$ cat config.mk
export PLATFORM = sky130hd
export DESIGN_NAME = calc_input_sequencer
export DESIGN_NICKNAME = d
export VERILOG_FILES = /design/src/rtl/calc_pkg.sv /design/src/rtl/btn_conditioner.sv /design/src/rtl/calc_input_sequencer.sv
export SDC_FILE = /design/constraint.sdc
export NUM_CORES = 1
export LEC_CHECK = 0
export BUFFER_PORTS_ARGS = -buffer_cell sky130_fd_sc_hd__buf_4
export CORE_MARGIN = 5
export CORE_UTILIZATION = 40
export CTS_BUF_LIST = sky130_fd_sc_hd__clkbuf_16
export CTS_CLUSTER_DIAMETER = 60
export DETAILED_ROUTE_END_ITERATION = 16
export GPL_TIMING_DRIVEN = 0
export PLACE_DENSITY = 0.57
export SETUP_SLACK_MARGIN = 0.4
export SYNTH_ARGS = -nofsm -noshare
export SYNTH_HDL_FRONTEND = slang
export SYNTH_SLANG_ARGS = --single-unit
$ cat constraint.sdc
create_clock -name clk -period 1.72 [get_ports clk]
set_clock_uncertainty 0.15 [all_clocks]
set_input_delay 0.086 -clock clk [delete_from_list [all_inputs] [get_ports clk]]
set_output_delay 0.086 -clock clk [all_outputs]
set_load 0.1 [all_outputs]
$ cat src/rtl/calc_pkg.sv
// calc_pkg: shared types for the calculator front-end.
//   state_t     - sequencer states
//   evt_t       - conditioned button events, declared in arbitration order
//                 (earlier value wins when several fire in one cycle)
//   BTN_*       - bit positions of the buttons in the raw/press vectors
//   pick_event  - same-cycle arbitration: clear > enter > total > digit
package calc_pkg;

  localparam int DIGIT_W_DEF = 4;

  localparam int NUM_BTN   = 4;
  localparam int BTN_DIGIT = 0;
  localparam int BTN_TOTAL = 1;
  localparam int BTN_ENTER = 2;
  localparam int BTN_CLEAR = 3;

  typedef enum logic [1:0] {
    EMPTY,
    ENTRY,
    HELD,
    BUSY
  } state_t;

  typedef enum logic [2:0] {
    EV_NONE,
    EV_CLEAR,
    EV_ENTER,
    EV_TOTAL,
    EV_DIGIT
  } evt_t;

  // Lower-priority events in the same cycle are simply lost.
  function automatic evt_t pick_event(input logic clr, input logic ent,
                                      input logic tot, input logic dig);
    if (clr) return EV_CLEAR;
    if (ent) return EV_ENTER;
    if (tot) return EV_TOTAL;
    if (dig) return EV_DIGIT;
    return EV_NONE;
  endfunction

endpackage

$ cat src/rtl/btn_conditioner.sv
// btn_conditioner: one push-button front end.
//   raw   - asynchronous button level
//   press - 1-cycle registered pulse on each accepted (debounced) rising edge
// A 2-flop synchronizer feeds a debounce counter; the filtered level follows
// the synchronized level only after DEBOUNCE_CYCLES consecutive cycles of
// disagreement. Any agreeing cycle restarts the count.
module btn_conditioner #(
  parameter int DEBOUNCE_CYCLES = 4
) (
  input  logic clk,
  input  logic reset_n,
  input  logic raw,
  output logic press
);

  localparam int CNT_W = $clog2(DEBOUNCE_CYCLES + 1);
  localparam logic [CNT_W-1:0] CNT_LAST = CNT_W'(DEBOUNCE_CYCLES - 1);

  logic             sync1, sync2, filt;
  logic [CNT_W-1:0] cnt;

  always_ff @(posedge clk or negedge reset_n) begin
    if (!reset_n) begin
      sync1 <= 1'b0;
      sync2 <= 1'b0;
      filt  <= 1'b0;
      cnt   <= '0;
      press <= 1'b0;
    end else begin
      sync1 <= raw;
      sync2 <= sync1;
      press <= 1'b0;
      if (sync2 != filt) begin
        if (cnt == CNT_LAST) begin
          // Flip now; press is raised in the same edge so the event lines
          // up with the new filtered level. Releases give no pulse.
          filt  <= sync2;
          cnt   <= '0;
          press <= sync2;
        end else begin
          cnt <= cnt + 1'b1;
        end
      end else begin
        cnt <= '0;
      end
    end
  end

endmodule

$ cat src/rtl/calc_input_sequencer.sv
// calc_input_sequencer: button front end and entry/store/add sequencer.
//   clk, reset_n             - clock, async active-low reset
//   btn_digit/enter/total/clear - raw asynchronous buttons
//   digit_val                - digit code captured on the digit event
//   dp_ready                 - datapath finished a store/add
//   cmd_shift/store/add/clear - 1-cycle registered command strobes
//   digit_out                - digit code accompanying cmd_shift
//   show                     - display accumulator (1) or entry (0)
//   entry_len                - digits in the entry register (saturating)
//   acc_valid                - accumulator holds an operand
//   busy                     - waiting on dp_ready
//   err                      - sticky entry overflow
module calc_input_sequencer
  import calc_pkg::*;
#(
  parameter int DEBOUNCE_CYCLES = 4,
  parameter int NUM_DIGITS      = 4,
  parameter int DIGIT_W         = DIGIT_W_DEF
) (
  input  logic                              clk,
  input  logic                              reset_n,
  input  logic                              btn_digit,
  input  logic [DIGIT_W-1:0]                digit_val,
  input  logic                              btn_enter,
  input  logic                              btn_total,
  input  logic                              btn_clear,
  input  logic                              dp_ready,
  output logic                              cmd_shift,
  output logic [DIGIT_W-1:0]                digit_out,
  output logic                              cmd_store,
  output logic                              cmd_add,
  output logic                              cmd_clear,
  output logic                              show,
  output logic [$clog2(NUM_DIGITS+1)-1:0]   entry_len,
  output logic                              acc_valid,
  output logic                              busy,
  output logic                              err
);

  localparam int LEN_W = $clog2(NUM_DIGITS + 1);
  localparam logic [LEN_W-1:0] LEN_MAX = LEN_W'(NUM_DIGITS);

  logic [NUM_BTN-1:0] raw, press;
  evt_t               ev;
  state_t             state;
  logic               armed;  // dp_ready is ignored during the strobe cycle

  always_comb begin
    raw            = '0;
    raw[BTN_DIGIT] = btn_digit;
    raw[BTN_TOTAL] = btn_total;
    raw[BTN_ENTER] = btn_enter;
    raw[BTN_CLEAR] = btn_clear;
  end

  for (genvar i = 0; i < NUM_BTN; i++) begin : g_btn
    btn_conditioner #(.DEBOUNCE_CYCLES(DEBOUNCE_CYCLES)) u_cond (
      .clk     (clk),
      .reset_n (reset_n),
      .raw     (raw[i]),
      .press   (press[i])
    );
  end

  assign ev = pick_event(press[BTN_CLEAR], press[BTN_ENTER],
                         press[BTN_TOTAL], press[BTN_DIGIT]);

  always_ff @(posedge clk or negedge reset_n) begin
    if (!reset_n) begin
      state     <= EMPTY;
      armed     <= 1'b0;
      cmd_shift <= 1'b0;
      cmd_store <= 1'b0;
      cmd_add   <= 1'b0;
      cmd_clear <= 1'b0;
      digit_out <= '0;
      show      <= 1'b0;
      entry_len <= '0;
      acc_valid <= 1'b0;
      busy      <= 1'b0;
      err       <= 1'b0;
    end else begin
      cmd_shift <= 1'b0;
      cmd_store <= 1'b0;
      cmd_add   <= 1'b0;
      cmd_clear <= 1'b0;

      // Captured on every digit press; only meaningful alongside cmd_shift.
      if (press[BTN_DIGIT]) digit_out <= digit_val;

      if (ev == EV_CLEAR) begin
        // Clear overrides everything, including an outstanding dp_ready wait.
        cmd_clear <= 1'b1;
        state     <= EMPTY;
        armed     <= 1'b0;
        show      <= 1'b0;
        entry_len <= '0;
        acc_valid <= 1'b0;
        busy      <= 1'b0;
        err       <= 1'b0;
      end else if (state == BUSY) begin
        if (!armed) begin
          armed <= 1'b1;
        end else if (dp_ready) begin
          acc_valid <= 1'b1;
          entry_len <= '0;
          err       <= 1'b0;
          busy      <= 1'b0;
          state     <= HELD;
        end
      end else begin
        unique case (ev)
          EV_ENTER: begin
            // Only a freshly typed entry is added; HELD/EMPTY re-store.
            if (state == ENTRY && acc_valid) cmd_add   <= 1'b1;
            else                             cmd_store <= 1'b1;
            state <= BUSY;
            busy  <= 1'b1;
            armed <= 1'b0;
          end
          EV_TOTAL: show <= ~show;
          EV_DIGIT: begin
            // entry_len is 0 in EMPTY/HELD, so only ENTRY can overflow.
            if (entry_len < LEN_MAX) begin
              cmd_shift <= 1'b1;
              entry_len <= entry_len + 1'b1;
              state     <= ENTRY;
            end else begin
              err <= 1'b1;
            end
          end
          default: ;
        endcase
      end
    end
  end

endmodule

# After elaboration in Yosys (flattened, before gate mapping)
# Cells that the tools add are included.
# word_totals
regBits,46
inputBits,11
output_inout_bits,15
wordCells,155
# op_classes
add_sub_neg,5
n_lt_le_gt_ge,1
eq_ne,19
n_mux,78
n_bitwise,1
n_reduce_logical,19
# op_table
operator,count
two-way mux 3 bit,22
two-way mux 1 bit,50
"== test 3 x 2 -> 1 bit, second input constant",6
"adder 3 x 1 -> 3 bit, second input constant",5
AND reduction 4 bit,3
two-way mux 2 bit,5
AND reduction 2 bit,5
"inequality test 3 bit, second input constant",3
nonzero test 3 bit,3
nonzero test 2 bit,4
AND reduction 3 bit,2
inequality test 1 bit,4
"inequality test 4 bit, second input constant",1
one-hot mux 2 bit (2 select lines),1
nonzero test 4 bit,1
"== test 3 x 1 -> 1 bit, second input constant",1
"== test 3 bit, second input constant",1
"< comparator 3 bit, second input constant",1
"== test 2 x 1 -> 1 bit, second input constant",1
"== test 2 bit, second input constant",1
"inequality test 2 bit, second input constant",1
logical AND 1 bit,1
NOT 1 bit,1

# Logic depth before layout (Yosys ltp)
# Gate-level depths: netlist of the first run.
# logic_depth
ltp_word,15
mapped_depth,4
depth_no_buf,4

# Hierarchy
# Synthesis of the first run repeated with hierarchy kept, for this count alone.
# hier_totals
hier_cells,133
hier_area_um2,1811.7
# by_module_without_submodules
module,instances,cells_per_inst,area_each_um2,seq_area_each_um2
btn_conditioner,4,15,256.5,175.2
calc_input_sequencer,1,73,785.8,450.4

# Worst setup path after synthesis of the first run
# OpenSTA, ideal clock, no wires.
# synth_timing
path_kind,register to register
startpoint,reg entry_len[0]
endpoint,reg entry_len[2]
setup_ns,0.122
arrival_time_ns,1.482
required_ns,1.448
slack_ns,-0.035
stages_incl_launch_ff,4
n_path_buf,0
synth_period_minus_slack_ns,1.755
cell_sequence,dfrtp_1 > ha_1 > and4bb_2 > a22o_1
# synth_between
elab_chain_len,5
word_cells_on_any_way,8
cone_classes,1 x add/sub; 1 x order compare; 4 x mux; 2 x reduce/logical
# synth_rtl
element,line,source
from (decl),calc_input_sequencer.sv:34,"output logic [$clog2(NUM_DIGITS+1)-1:0] entry_len,"
from (signal assigned),calc_input_sequencer.sv:126,entry_len <= entry_len + 1'b1;
adder 3 x 1 -> 3 bit,calc_input_sequencer.sv:126,
two-way mux 3 bit,calc_input_sequencer.sv:124,if (entry_len < LEN_MAX) begin
two-way mux 3 bit,calc_input_sequencer.sv:112,unique case (ev)
two-way mux 3 bit,calc_input_sequencer.sv:101,end else if (state == BUSY) begin
two-way mux 3 bit,calc_input_sequencer.sv:91,if (ev == EV_CLEAR) begin
# Several ways; a longest one is shown, not always the timed one. The select of a mux whose other input is x is not followed.
# A chain may end at the register's enable or synchronous reset.

# Final worst setup path of the first run
# Ends and elaborated chain as after synthesis.

==> results.sh, run 1 <==
export IMPL_first_pass_grt_wire_length_um=5230
export IMPL_max_capacitance_violation_count=0
export IMPL_syn_instance_count=125
export IMPL_placement_rows=24
export IMPL_start_util=0.407
export IMPL_cts_reportedPaths_clkPinSlew_ns=0.06
export IMPL_post_route_cells_drive_above_1_share=0.484
export IMPL_synth_top_cells_by_area="dfrtp_1, mux2_2, nor3b_1"
export IMPL_place_gp_congestion=0.678
export IMPL_groute_usage_overall=0.110
export IMPL_cts_buffer_count=5
export IMPL_drcViolationCount=0
export IMPL_timing_critical_path_required_ns=1.74
export IMPL_slew_headroom=0.620
export IMPL_drtIter0Drc=44
export IMPL_number_of_synthesis_warnings=0
export IMPL_largest_net_degree_at_the_start_of_global_routing=47
export IMPL_worst_case_vdd_ir_drop_v=0.000610
export IMPL_post_route_period_util=0.760
export IMPL_main_combinational_cell_family_by_area_after_synthesis="simple AND/OR/NAND/NOR gates"
export IMPL_grt_overflow_total=0
export IMPL_post_synth_xor_xnor_area=0.0199
export IMPL_fin_tns_setup_ns=0
export IMPL_post_route_min_period_ns=1.31
export IMPL_floorplan_core_area_mm2=0.00432
export IMPL_hpwlAfterDp_um=1970
export IMPL_total_leakage_power_nw=1.16
export IMPL_port_buffer_count=25
export IMPL_tritonroute_pass_1_iters=3
export IMPL_num_vias=1135
export IMPL_synth_top_area_frac=0.653
export IMPL_mux_cell_area_share_after_synthesis=0.0625
export IMPL_critical_path_class="flip-flop to flip-flop"
export IMPL_cts_sinks=46
export IMPL_most_frequent_cells_after_synthesis="dfrtp_1, nor3b_1, mux2_2"
export IMPL_yosys_most_used_dff="dfrtp_1"
export IMPL_fp_dieArea_mm2=0.00583
export IMPL_clock_tree_buffer_depth=2
export IMPL_die_width_um=76.4
export IMPL_htree_num_levels=2
export IMPL_num_antenna_cells=0
export IMPL_path_max_fanout=3
export IMPL_unrepaired_setup_endpoints_after_global_routing="true"
export IMPL_worst_hold_path_type="flip-flop to flip-flop"
export IMPL_final_antenna_net_count=0
export IMPL_yosysTopAreaCell="dfrtp_1"
export IMPL_netlist_area_mm2=0.00176
export IMPL_final_hold_viol_count=0
export IMPL_synth_adder_area_share=0.0355
export IMPL_finish_net_count=197
export IMPL_mean_instance_size_in_the_synthesized_netlist_um2=14.1
export IMPL_die_height_um=76.4
export IMPL_crit_path_start_kind="flip-flop"
export IMPL_cts_tree="yes"
export IMPL_route_detailed_vias_per_inst=4.85
export IMPL_clk_latency_ns=0.28
export IMPL_status="completed"
export IMPL_io_pins=26
export IMPL_synth_yosys_seq_area_share=0.653
export IMPL_syn_num_nets=141
export IMPL_power_per_cell_area_mw_per_mm2=1830
export IMPL_synth_simple_gate_area_share=0.158
export IMPL_post_drt_wl_per_cell_um=13.0
export IMPL_slew_viol_final=0
export IMPL_cp_arrival_ns=1.32
export IMPL_first_global_vias=1120
export IMPL_final_setup_violation_count=0
export IMPL_synth_compound_area_share=0.0582
export IMPL_synthToLayoutAreaGrowth_pct=42.2
export IMPL_root_buffer="clkbuf_16"
export IMPL_number_of_enable_type_register_cells_in_the_synthesized_netlist=0
export IMPL_whs_ns=0.197
export IMPL_routed_wl_um=3040
export IMPL_async_reset_ff_frac=1.00
export IMPL_antenna_found_initial=0
export IMPL_fmax_ghz=0.765
export IMPL_ys_ff_latch=46
export IMPL_post_synth_num_cell_types=31
export IMPL_count_leader_synth="dfrtp_1"
export IMPL_worstSetupEndpointType="flip-flop"
export IMPL_worst_slew_pin_slew_ns=0.571
kinds of logic (layout without fill, tap and decap cells):
family,Yosys count,count (layout)
flops,46,46
simple gates,42,42
compound gates,13,13
mux,10,10
fa+ha+maj,5,5
buf+inv,5,62
xor+xnor,4,4
sequential cells by signal, indices dropped and copies added, names as in the netlist, 2 cells and up:
signal and count:
g_btn.u_cond.cnt 12, g_btn.u_cond.sync1 4, g_btn.u_cond.filt 4, state 2, g_btn.u_cond.sync2 4, g_btn.u_cond.press 4, entry_len 3, digit_out 4
critical path, stage by stage (launching register included):
cell	delay (ns)
dfrtp_4	0.50
ha_4	0.16
and4bb_2	0.22
a22o_1	0.17
report_power, final:
group | total (W) | switching [W] | leakage (nW) | internal [W]
combinational | 0.00193 | 0.00126 | 0.520 | 0.000676
sequential | 0.00159 | 0.000200 | 0.568 | 0.00139
clock | 0.00107 | 0.000383 | 0.0760 | 0.000684
cell type report:
type | count | area, um2
Tap cell | 52 | 65.1
Inverter | 1 | 3.75
Fill cell | 351 | 1820
Multi-Input combinational cell | 74 | 676
Timing Repair Buffer | 49 | 393
Sequential cell | 46 | 1170
Clock buffer | 5 | 125
Clock inverter | 3 | 45.0
Buffer | 4 | 23.8
layout by cell type, fill, tap and decap left out, drive strengths merged, types with 5 or more instances in the layout:
| cell type | synthesis | routed |
|---|---|---|
| nor2 | 6 | 6 |
| nor3b | 10 | 10 |
| nand2 | 6 | 6 |
| a21oi | 5 | 5 |
| dfrtp | 46 | 46 |
| buf | 1 | 42 |
| dlygate4sd3 | 0 | 10 |
| mux2 | 8 | 8 |
| ha | 5 | 5 |
| clkbuf | 3 | 6 |
per-stage QoR:
stage,setup slack [ns],instances,area [um2],util,power [W]
2_1_floorplan,0.229,125,1780,-,0.00294
3_3_place_gp,0.334,202,2030,0.470,0.00325
3_5_place_dp,0.303,202,2030,0.470,0.00332
4_1_cts,0.383,222,2370,0.548,0.00450
5_1_grt,0.376,234,2500,0.579,0.00485
6_report,0.412,234,2500,0.579,0.00459
layer usage:
layer	up-vias	global-route usage	part of all wire
li1	550	-	-
met1	562	0.129	0.43
met2	19	0.184	0.51
met3	4	0.0402	0.049
met4	0	0.0367	0.010
met5	-	0	0
final timing paths:
| path | start | end | slack [ns] | cells past startpoint |
|---|---|---|---|---|
| min in group asynchronous | reset_n | digit_out[3] | 0.21 | 2 |
| hold / removal | g_btn[2].u_cond.sync1 | g_btn[2].u_cond.sync2 | 0.20 | 0 |
| hold reg to reg | g_btn[2].u_cond.sync1 | g_btn[2].u_cond.sync2 | 0.20 | 0 |
| max in group asynchronous | reset_n | entry_len[1] | 0.79 | 2 |
| setup / recovery | entry_len[0] | entry_len[2] | 0.41 | 3 |
| setup reg to reg | entry_len[0] | entry_len[2] | 0.41 | 3 |
what timing repair did:
item | in CTS | in global routing
pin swaps | 1 | 5
endpoints found under the setup margin | 8 | 9
hold buffers | 10 | 0
buffers inserted | 2 | 12
endpoints found under the hold margin | 55 | 0
resized for setup | 12 | 15
Power figures use the tool's default switching activity.
==> run 2: changes to the inputs <==
==> constraint.sdc (replaced) <==
create_clock -name clk -period 1.3 [get_ports clk]
set_clock_uncertainty 0.15 [all_clocks]
set_input_delay 0.065 -clock clk [delete_from_list [all_inputs] [get_ports clk]]
set_output_delay 0.065 -clock clk [all_outputs]
set_load 0.1 [all_outputs]
==> run 2 against run 1 <==
Effect of this change: combinational power increased by 95%; die area is the same; register-to-register slack lost 0.44 ns; routed wire length grew 25%; global-route usage up 1.8 points; the flow now finishes with violations (hold timing, setup timing); critical endpoint unchanged; final cell count increased by 6.0%.
==> results.sh, run 2 (same netlist as run 1, synthesis figures left out) <==
export IMPL_tritonroute_pass_1_iters=4
export IMPL_worst_slew_pin_slew_ns=0.574
export IMPL_first_pass_grt_wire_length_um=6070
export IMPL_antenna_found_initial=0
export IMPL_floorplan_core_area_mm2=0.00432
export IMPL_drcViolationCount=0
export IMPL_post_drt_wl_per_cell_um=15.3
export IMPL_whs_ns=-0.368
export IMPL_final_core_utilization=0.707
export IMPL_grt_overflow_total=0
export IMPL_clk_latency_ns=0.28
export IMPL_post_route_period_util=1.02
export IMPL_timing_critical_path_cells="ha_4, and4bb_2, a22o_1"
export IMPL_placement_setup_worst_slack_ns=-0.0235
export IMPL_start_util=0.407
export IMPL_holdBufCountCts=4
export IMPL_power_per_cell_area_mw_per_mm2=2370
export IMPL_routed_wl_um=3790
export IMPL_place_gp_congestion=0.700
export IMPL_cpMaxStageDelayCell="dfrtp_4"
export IMPL_cp_arrival_ns=1.35
export IMPL_first_global_vias=1230
export IMPL_cts_buffer_count=5
export IMPL_die_width_um=76.4
export IMPL_htree_num_levels=2
export IMPL_largest_register_ff_count=12
export IMPL_worst_case_vdd_ir_drop_v=0.000989
export IMPL_route_detailed_vias_per_inst=4.95
export IMPL_final_hold_viol_count=51
export IMPL_root_buffer="clkbuf_16"
export IMPL_registers_top_by_ff_count="g_btn.u_cond.cnt"
export IMPL_critical_path_top_delay_family="flip-flops"
export IMPL_num_vias=1228
export IMPL_crit_path_start_kind="flip-flop"
export IMPL_drtIter0Drc=66
export IMPL_hpwlAfterDp_um=2120
export IMPL_critical_path_class="flip-flop to flip-flop"
export IMPL_final_setup_violation_count=1
export IMPL_status="complete, but fails checks"
export IMPL_port_buffer_count=25
export IMPL_failed_checks="hold timing, setup timing"
export IMPL_post_layout_total_power_w=0.00725
export IMPL_cts_reportedPaths_clkPinSlew_ns=0.06
export IMPL_worstSetupEndpointType="flip-flop"
export IMPL_max_capacitance_violation_count=0
export IMPL_largest_net_degree_at_the_start_of_global_routing=47
export IMPL_timing_critical_path_slowest_cell_delay_ns=0.51
export IMPL_final_cell_mix="dfrtp_1, buf_4, buf_6, buf_12, dfrtp_4"
export IMPL_cts_tree="yes"
export IMPL_clock_tree_buffer_depth=2
export IMPL_fmax_ghz=0.753
export IMPL_path_max_fanout=3
export IMPL_worst_hold_path_type="primary input to async pin"
export IMPL_total_leakage_power_nw=1.38
export IMPL_placement_rows=24
export IMPL_groute_usage_overall=0.127
export IMPL_mostFrequentLayoutCell="dfrtp_1"
export IMPL_io_pins=26
export IMPL_fp_dieArea_mm2=0.00583
export IMPL_slew_headroom=0.617
export IMPL_finish_net_count=211
export IMPL_post_route_cells_drive_above_1_share=0.704
export IMPL_post_route_min_period_ns=1.33
export IMPL_cts_sinks=46
export IMPL_num_antenna_cells=0
export IMPL_unrepaired_setup_endpoints_after_global_routing="true"
export IMPL_final_antenna_net_count=0
export IMPL_critPathBufInv=0
export IMPL_timing_critical_path_required_ns=1.32
export IMPL_ff2ff_setup_slack_ns=-0.03
export IMPL_synthToLayoutAreaGrowth_pct=73.6
export IMPL_slew_viol_final=0
export IMPL_die_height_um=76.4
export IMPL_fin_ws_ns=-0.0278
[run 2: changes by cell type in the layout (fill, tap and decap cells not counted), moves of 7 or more]
cell and change:
buf_6 +18, nor3b_1 -9, nor3b_2 +8, buf_12 +15, dfrtp_4 +7, buf_4 -15
[run 2: cell type report]
cell class	instances	area, um2
sequential	46	1200
clock buffer	5	125
clock inverter	3	11.3
inverter	1	6.26
fill	280	1270
multi-input combinational	74	865
buffer	4	45.0
tap	52	65.1
timing repair buffer	63	742
[run 2: worst paths after layout]
check / to / from / cells after the start
min: busy / reset_n / 1
max: entry_len[2] / entry_len[1] / 3
max in group asynchronous: entry_len[2] / reset_n / 1
min reg2reg: g_btn[0].u_cond.sync2 / g_btn[0].u_cond.sync1 / 0
max reg2reg: entry_len[2] / entry_len[1] / 3
min in group clk: digit_out[1] / digit_val[1] / 2
[run 2: repair_timing]
action                                  CTS  global route
hold endpoints to repair                 56            50
buffers inserted                         18            16
resized for setup                        66            29
endpoints found under the setup margin   52            53
pin swaps                                10            20
[run 2: metal layers]
metal  track usage  vias up  wire length (um)
met1         0.154      622              1580
li1              -      576                 -
met3        0.0414        4               163
met4        0.0367        0                29
met2         0.216       26              2010
met5             0        -                 0
[run 2: report_power, final]
| group | switching, W | internal (W) |
|---|---|---|
| combinational | 0.00194 | 0.00182 |
| sequential | 0.000411 | 0.00190 |
| clock | 0.000494 | 0.000691 |
[run 2: through the flow]
step	hold slack [ns]	TNS (ns)	cell area, um2	std cells
finish	-0.368	-0.0278	3060	248
detailed placement	-0.0480	-0.0605	2230	202
global placement	-0.0617	-0.0124	2230	202
CTS	-0.353	-0.0197	2820	232
floorplan	-0.381	-0.272	1980	125
global route	-0.319	-0.103	3060	248
